`config.mk`:
```
export PLATFORM = sky130hd
export DESIGN_NAME = controller_transmitter
export DESIGN_NICKNAME = d
export VERILOG_FILES = /design/src/rtl/controller_tx_pkg.sv /design/src/rtl/controller_tx_lane.sv /design/src/rtl/controller_transmitter.sv
export SDC_FILE = /design/constraint.sdc
export NUM_CORES = 2
export LEC_CHECK = 0
export CAP_MARGIN = 15
export CORE_AREA = 2 2 364 366
export DETAILED_ROUTE_END_ITERATION = 8
export DIE_AREA = 0 0 366 368
export PLACE_DENSITY = 0.6
export SLEW_MARGIN = 20
export SYNTH_ARGS = -nofsm -noshare
export SYNTH_HDL_FRONTEND = slang
export SYNTH_SLANG_ARGS = --single-unit
export TNS_END_PERCENT = 1
```
`constraint.sdc`:
```
create_clock -name clk -period 6.3 [get_ports clk]
set_clock_uncertainty 0.15 [all_clocks]
set_input_delay 0.945 -clock clk [delete_from_list [all_inputs] [get_ports clk]]
set_output_delay 0.945 -clock clk [all_outputs]
set_load 0.01 [all_outputs]
```
`src/rtl/controller_tx_pkg.sv`:
```
// Shared types and constants for the cognitive-radio transmit controller.
// Lanes are packed low-lane-first on every multi-lane bus.
package controller_tx_pkg;

    localparam int DEF_D_LEN = 100;
    localparam int DEF_N_CH  = 3;
    localparam int U_W       = 2;

    typedef enum logic {IDLE, SEND} lane_state_t;

    typedef struct packed {
        logic           l;
        logic [U_W-1:0] u;
        logic           d;
        logic           valid;
        logic           sof;
        logic           eof;
    } lane_out_t;

    function automatic int lane_lsb(input int lane, input int width);
        return lane * width;
    endfunction

endpackage

```
`src/rtl/controller_tx_lane.sv`:
```
// One transmit lane: captures a licensed word and two secondary words, then
// serialises them LSB-first, mapping secondary data onto the licensed lane when d=0.
module controller_tx_lane
    import controller_tx_pkg::*;
#(
    parameter int D_LEN = DEF_D_LEN
) (
    input  logic             clk,
    input  logic             rst_n,
    input  logic             ld_valid,
    output logic             ld_ready,
    input  logic [D_LEN-1:0] l_word,
    input  logic [D_LEN-1:0] ua_word,
    input  logic [D_LEN-1:0] ub_word,
    input  logic             d,
    output logic             l_tx,
    output logic [U_W-1:0]   u_tx,
    output logic             d_tx,
    output logic             tx_valid,
    output logic             sof,
    output logic             eof
);

    localparam int            CW   = $clog2(D_LEN);
    localparam logic [CW-1:0] LAST = CW'(D_LEN - 1);

    lane_state_t      state_q, state_d;
    logic [CW-1:0]    cnt_q, cnt_d;
    logic [D_LEN-1:0] l_sr_q, l_sr_d;
    logic [D_LEN-1:0] ua_sr_q, ua_sr_d;
    logic [D_LEN-1:0] ub_sr_q, ub_sr_d;
    lane_out_t        out_q, out_d;
    logic             accept;

    assign ld_ready = (state_q == IDLE) || (cnt_q == LAST);
    assign accept   = ld_valid && ld_ready;

    always_comb begin
        state_d = state_q;
        cnt_d   = cnt_q;
        l_sr_d  = l_sr_q;
        ua_sr_d = ua_sr_q;
        ub_sr_d = ub_sr_q;
        out_d   = '0;

        if (state_q == SEND) begin
            out_d.valid = 1'b1;
            out_d.sof   = (cnt_q == '0);
            out_d.eof   = (cnt_q == LAST);
            out_d.d     = d;
            // Primary idle: word B borrows the licensed lane, its own slot goes quiet.
            if (d) begin
                out_d.l = l_sr_q[0];
                out_d.u = {ub_sr_q[0], ua_sr_q[0]};
            end else begin
                out_d.l = ub_sr_q[0];
                out_d.u = {1'b0, ua_sr_q[0]};
            end
            l_sr_d  = l_sr_q >> 1;
            ua_sr_d = ua_sr_q >> 1;
            ub_sr_d = ub_sr_q >> 1;
            cnt_d   = cnt_q + 1'b1;
            if (cnt_q == LAST)
                state_d = IDLE;
        end

        // The last bit above was taken from the old registers, so loading here is safe.
        if (accept) begin
            l_sr_d  = l_word;
            ua_sr_d = ua_word;
            ub_sr_d = ub_word;
            cnt_d   = '0;
            state_d = SEND;
        end
    end

    always_ff @(posedge clk or negedge rst_n) begin
        if (!rst_n) begin
            state_q <= IDLE;
            cnt_q   <= '0;
            l_sr_q  <= '0;
            ua_sr_q <= '0;
            ub_sr_q <= '0;
            out_q   <= '0;
        end else begin
            state_q <= state_d;
            cnt_q   <= cnt_d;
            l_sr_q  <= l_sr_d;
            ua_sr_q <= ua_sr_d;
            ub_sr_q <= ub_sr_d;
            out_q   <= out_d;
        end
    end

    assign l_tx     = out_q.l;
    assign u_tx     = out_q.u;
    assign d_tx     = out_q.d;
    assign tx_valid = out_q.valid;
    assign sof      = out_q.sof;
    assign eof      = out_q.eof;

endmodule

```
`src/rtl/controller_transmitter.sv`:
```
// N_CH independent transmit lanes; this level only slices the packed buses.
module controller_transmitter
    import controller_tx_pkg::*;
#(
    parameter int D_LEN = DEF_D_LEN,
    parameter int N_CH  = DEF_N_CH
) (
    input  logic                  clk,
    input  logic                  rst_n,
    input  logic [N_CH-1:0]       ld_valid,
    output logic [N_CH-1:0]       ld_ready,
    input  logic [N_CH*D_LEN-1:0] l_word,
    input  logic [N_CH*D_LEN-1:0] ua_word,
    input  logic [N_CH*D_LEN-1:0] ub_word,
    input  logic [N_CH-1:0]       d,
    output logic [N_CH-1:0]       l_tx,
    output logic [U_W*N_CH-1:0]   u_tx,
    output logic [N_CH-1:0]       d_tx,
    output logic [N_CH-1:0]       tx_valid,
    output logic [N_CH-1:0]       sof,
    output logic [N_CH-1:0]       eof
);

    for (genvar c = 0; c < N_CH; c++) begin : g_lane
        controller_tx_lane #(.D_LEN(D_LEN)) u_lane (
            .clk      (clk),
            .rst_n    (rst_n),
            .ld_valid (ld_valid[c]),
            .ld_ready (ld_ready[c]),
            .l_word   (l_word[lane_lsb(c, D_LEN) +: D_LEN]),
            .ua_word  (ua_word[lane_lsb(c, D_LEN) +: D_LEN]),
            .ub_word  (ub_word[lane_lsb(c, D_LEN) +: D_LEN]),
            .d        (d[c]),
            .l_tx     (l_tx[c]),
            .u_tx     (u_tx[lane_lsb(c, U_W) +: U_W]),
            .d_tx     (d_tx[c]),
            .tx_valid (tx_valid[c]),
            .sof      (sof[c]),
            .eof      (eof[c])
        );
    end

endmodule

```
# After elaboration in Yosys (flattened, before gate mapping)
# Cells that the tools add are included.
# op_classes
n_addsub	3
eq_ne	3
mux	39
n_bitwise	3
reduce_logical	12
# op_table
operator	count
$mux 100	18
$mux 7	9
$add 7x1->7 const B	3
$eq 7x7->1 const B	3
$logic_not 7->1	3
$mux 1	9
$mux 3	3
$reduce_bool 2->1	3
$logic_and 1x1->1	3
$logic_or 1x1->1	3
$not 1->1	3
# totals
register_bits	945
input_bits	908
elab_cells	93

# Logic depth before layout (Yosys ltp)
# depth
word_depth	4
mapped_depth	7
depth_no_buf	4

# Cells and area by module
# A second synthesis with hierarchy kept.
# hier_totals
cells_unflattened	4170
area_unflattened_um2	47588.1
# by_module_without_submodules
module	n_inst	cells_per_inst	area_each_um2	seq_area_each_um2
controller_tx_lane	3	1390	15862.7	7882.6

# Worst setup path before layout
# OpenSTA, ideal clock, no wires.
# synth_path
kind	in2reg
startpoint	in ld_valid[0]
endpoint	reg g_lane[0].u_lane.l_sr_q[21]
arrival_time_ns	2.436
setup_slack_ns	3.588
cell_stages	6
path_buffers	3
cell_sequence	clkbuf_1 -> clkbuf_1 -> buf_1 -> mux2i_1 -> nor2_1 -> a221o_1
# synth_via
elab_chain_len	2
elab_cells_between_ends	3
# synth_rtl
item	line	text
start, declared	controller_transmitter.sv:10	input logic [N_CH-1:0] ld_valid,
$logic_and 1x1->1 (*)	controller_tx_lane.sv:36	assign accept = ld_valid && ld_ready;
$mux 100 / $reduce_bool 2->1 (equally long branches)	n/a	
end signal, assigned	controller_tx_lane.sv:88	l_sr_q <= l_sr_d;
end, declared	controller_tx_lane.sv:29	logic [D_LEN-1:0] l_sr_q, l_sr_d;
# Mark *: on every way between the ends. The rest lies on a longest branch, timed or not.
# A chain may end at the register's enable or synchronous reset.

# Worst setup path after layout
# layout_path
startpoint	reg g_lane[1].u_lane.state_q
endpoint	out ld_ready[1]
# layout_via
elab_chain_len	2
# layout_rtl
item	line	text
start, declared	controller_tx_lane.sv:27	lane_state_t state_q, state_d;
start signal, assigned	controller_tx_lane.sv:86	state_q <= state_d;
$not 1->1	controller_tx_lane.sv:35	assign ld_ready = (state_q == IDLE) || (cnt_q == LAST);
$logic_or 1x1->1	controller_tx_lane.sv:35	
end, declared	controller_transmitter.sv:11	output logic [N_CH-1:0] ld_ready,
# Every way passes these cells.

==> flow_metrics.tcl <==
set metrics [dict create \
    wire_per_inst_um 24.0 \
    clockBufferDepth 3 \
    synth.top_cells.by_count "945 x dfrtp_1, 903 x mux2i_1, 600 x nor2_1" \
    cts_hold_buf 0 \
    crit_start "g_lane[1].u_lane.state_q" \
    ios 932 \
    synth_edf_count 0 \
    numCtsBuffers 112 \
    clock_latency_ps 740 \
    netlist_top_cells_area "dfrtp_1 49%, mux2i_1 19%, a221o_1 12%" \
    grt_pass1_wl_um 245000 \
    worst_slew_pin_slew_ps 1040 \
    grt_max_degree 188 \
    drv_cap 0 \
    dr.pass1.iters 5 \
    yosysTopAreaCell "dfrtp_1" \
    cts_root_buf "clkbuf_16" \
    routabilityCongestion 0.841 \
    top_usage_layer "met2" \
    met1_usage 0.295 \
    maxClockFrequency_mhz 242 \
    fillCellCount 11900 \
    hold_class "in -> async" \
    arrival_ps 3040 \
    synth.top_cell.area_share 0.490 \
    setup.worst_path.start_class "register" \
    vias_per_cell 5.77 \
    powerDensity_nw_per_um2 267 \
    power_leakage_nw 27.3 \
    rsz0062_at_grt "no" \
    run_status "complete, no violations" \
    worstPathMaxFanout 79 \
    portBuffers 931 \
    drive_above_1_share 0.108 \
    period_share 0.657 \
    async_reset_ff_frac 1.00 \
    reg2reg_from "g_lane[0].u_lane.state_q" \
    die_height_um 368 \
    grt_pass1_vias 38000 \
    antenna_found_initial 123 \
    synth_nets 5114 \
    grtUsageTotal 0.232 \
    synth_flop_cell "dfrtp_1" \
    crit_required_ps 5200 \
    grtUsageMet2 0.366 \
    cts.sinks 945 \
    vias 39200 \
    hold_violations 0 \
    post_cts_buffers 0 \
    h-tree-depth 3 \
    fin_crit_ps 4140 \
    cts_resized 0 \
    ant_nets 0 \
    path_class "reg -> out" \
    vdd.ir_drop.worst_mv 0.225 \
    slew_headroom 0.310 \
    core_um2 131000 \
    yosysWarnings 0 \
    drtIter0Drc 3567 \
    grt.overflow.total 0 \
    use_met3 0.0646 \
    setup_tns_ps 0 \
    fp.dieW_um 366 \
    cts.clk_slew.worst_paths_ps 60 \
    setup_violations 0 \
    hold_ws_ps 125 \
    cp-end-kind "output pin" \
    synth_area_per_cell_um2 11.5 \
    yosysMostFrequentCell "dfrtp_1" \
    rows 133 \
    netlist_instances 4200 \
    ys_seq_area_frac 0.490 \
    dp_hpwl_um 106000 \
    cts_tree "yes" \
    syn_to_final_growth_pct 29.3 \
    drc 0 \
    synth-seq-cells 945 \
    finish.net_count 5782 \
    initial_core_util 0.369 \
    die-area_um2 135000 \
    synth_area_um2 48300 \
    wirelength_um 163000 \
    synth_cell_type_count 38 \
    slew_viol_final 0 \
]
-- path summary, 6_finish.rpt --
kind	slack, ps	to	cells past startpoint
max reg2reg	2720	g_lane[0].u_lane.l_sr_q[65]	4
min in group clk	320	g_lane[0].u_lane.ua_sr_q[32]	1
max in group asynchronous	4470	g_lane[0].u_lane.ub_sr_q[53]	2
min	130	g_lane[0].u_lane.l_sr_q[28]	1
max	2160	ld_ready[1]	3
min reg2reg	320	g_lane[0].u_lane.ua_sr_q[32]	1
-- cell families after synthesis --
kind of cell | after synthesis | synth area share
compound gates | 938 | 0.199
buf+inv | 440 | 0.0439
fa+ha+maj | 6 | 0.00156
mux | 903 | 0.187
simple gates | 961 | 0.0767
flops | 945 | 0.490
xor+xnor | 7 | 0.00127
-- routing by layer --
metal / routed length, um / vias to the layer above
li1: - / 17500
met1: 67800 / 20000
met2: 77600 / 1225
met3: 10500 / 346
met4: 6640 / 72
met5: 458 / -
-- where the power goes --
part | switching (mW) | leakage [nW] | internal [mW] | total [mW]
logic | 0.929 | 13.3 | 1.58 | 2.50
clock network | 2.72 | 1.89 | 4.03 | 6.76
registers | 0.546 | 12.1 | 6.88 | 7.43
-- worst max-delay path, stage by stage (launching register included) --
cell and delay, ps:
dfrtp_4 1010, inv_1 300, a31o_2 340, clkdlybuf4s50_1 640
-- per-stage QoR --
stage	cell area [um2]	utilization	total power, mW	std cells	worst slack (ps)
2_1_floorplan	48300	-	8.81	4200	3590
3_3_place_gp	58400	0.446	9.95	6508	2420
3_5_place_dp	58400	0.446	10.0	6508	2430
4_1_cts	62200	0.476	16.9	6710	2050
5_1_grt	62400	0.477	17.4	6776	2030
6_report	62400	0.477	16.7	6786	2160
-- sequential cells by signal, summed over array words and instances (netlist names) --
| signal | cells |
|---|---|
| g_lane.u_lane.ua_sr_q | 300 |
| g_lane.u_lane.cnt_q | 21 |
| g_lane.u_lane.eof | 3 |
| g_lane.u_lane.d_tx | 3 |
| g_lane.u_lane.l_sr_q | 300 |
| g_lane.u_lane.tx_valid | 3 |
| g_lane.u_lane.state_q | 3 |
| g_lane.u_lane.ub_sr_q | 300 |
| g_lane.u_lane.sof | 3 |
| g_lane.u_lane.u_tx | 6 |
| g_lane.u_lane.l_tx | 3 |
-- cell type report --
type,count,area (um2),share of cell area
antenna,75,188,0.00301
clock buffer,171,3370,0.0539
clock inverter,31,475,0.00762
inverter,15,63.8,0.00102
multi-input combinational,2815,22500,0.361
sequential,945,23700,0.379
tap,1755,2200,0.0352
timing repair buffer,979,9940,0.159
-- layout by cell type (no fill, tap or decap), types with 6 or more instances in the layout --
cell,count
a21oi_1,9
a221o_1,594
and2_1,7
buf_12,19
buf_4,29
bufinv_16,9
clkbuf_1,26
clkbuf_16,113
clkbuf_8,32
clkdlybuf4s50_1,927
clkinv_2,14
dfrtp_1,943
diode_2,75
ha_1,6
inv_1,14
mux2i_1,903
nand2_1,317
nand3_1,9
nor2_1,599
nor3_1,7
o21ai_0,8
o221a_2,297
o2bb2ai_1,6
or3_1,7
xor2_1,7
No activity file was read; power rests on OpenSTA's default activity.
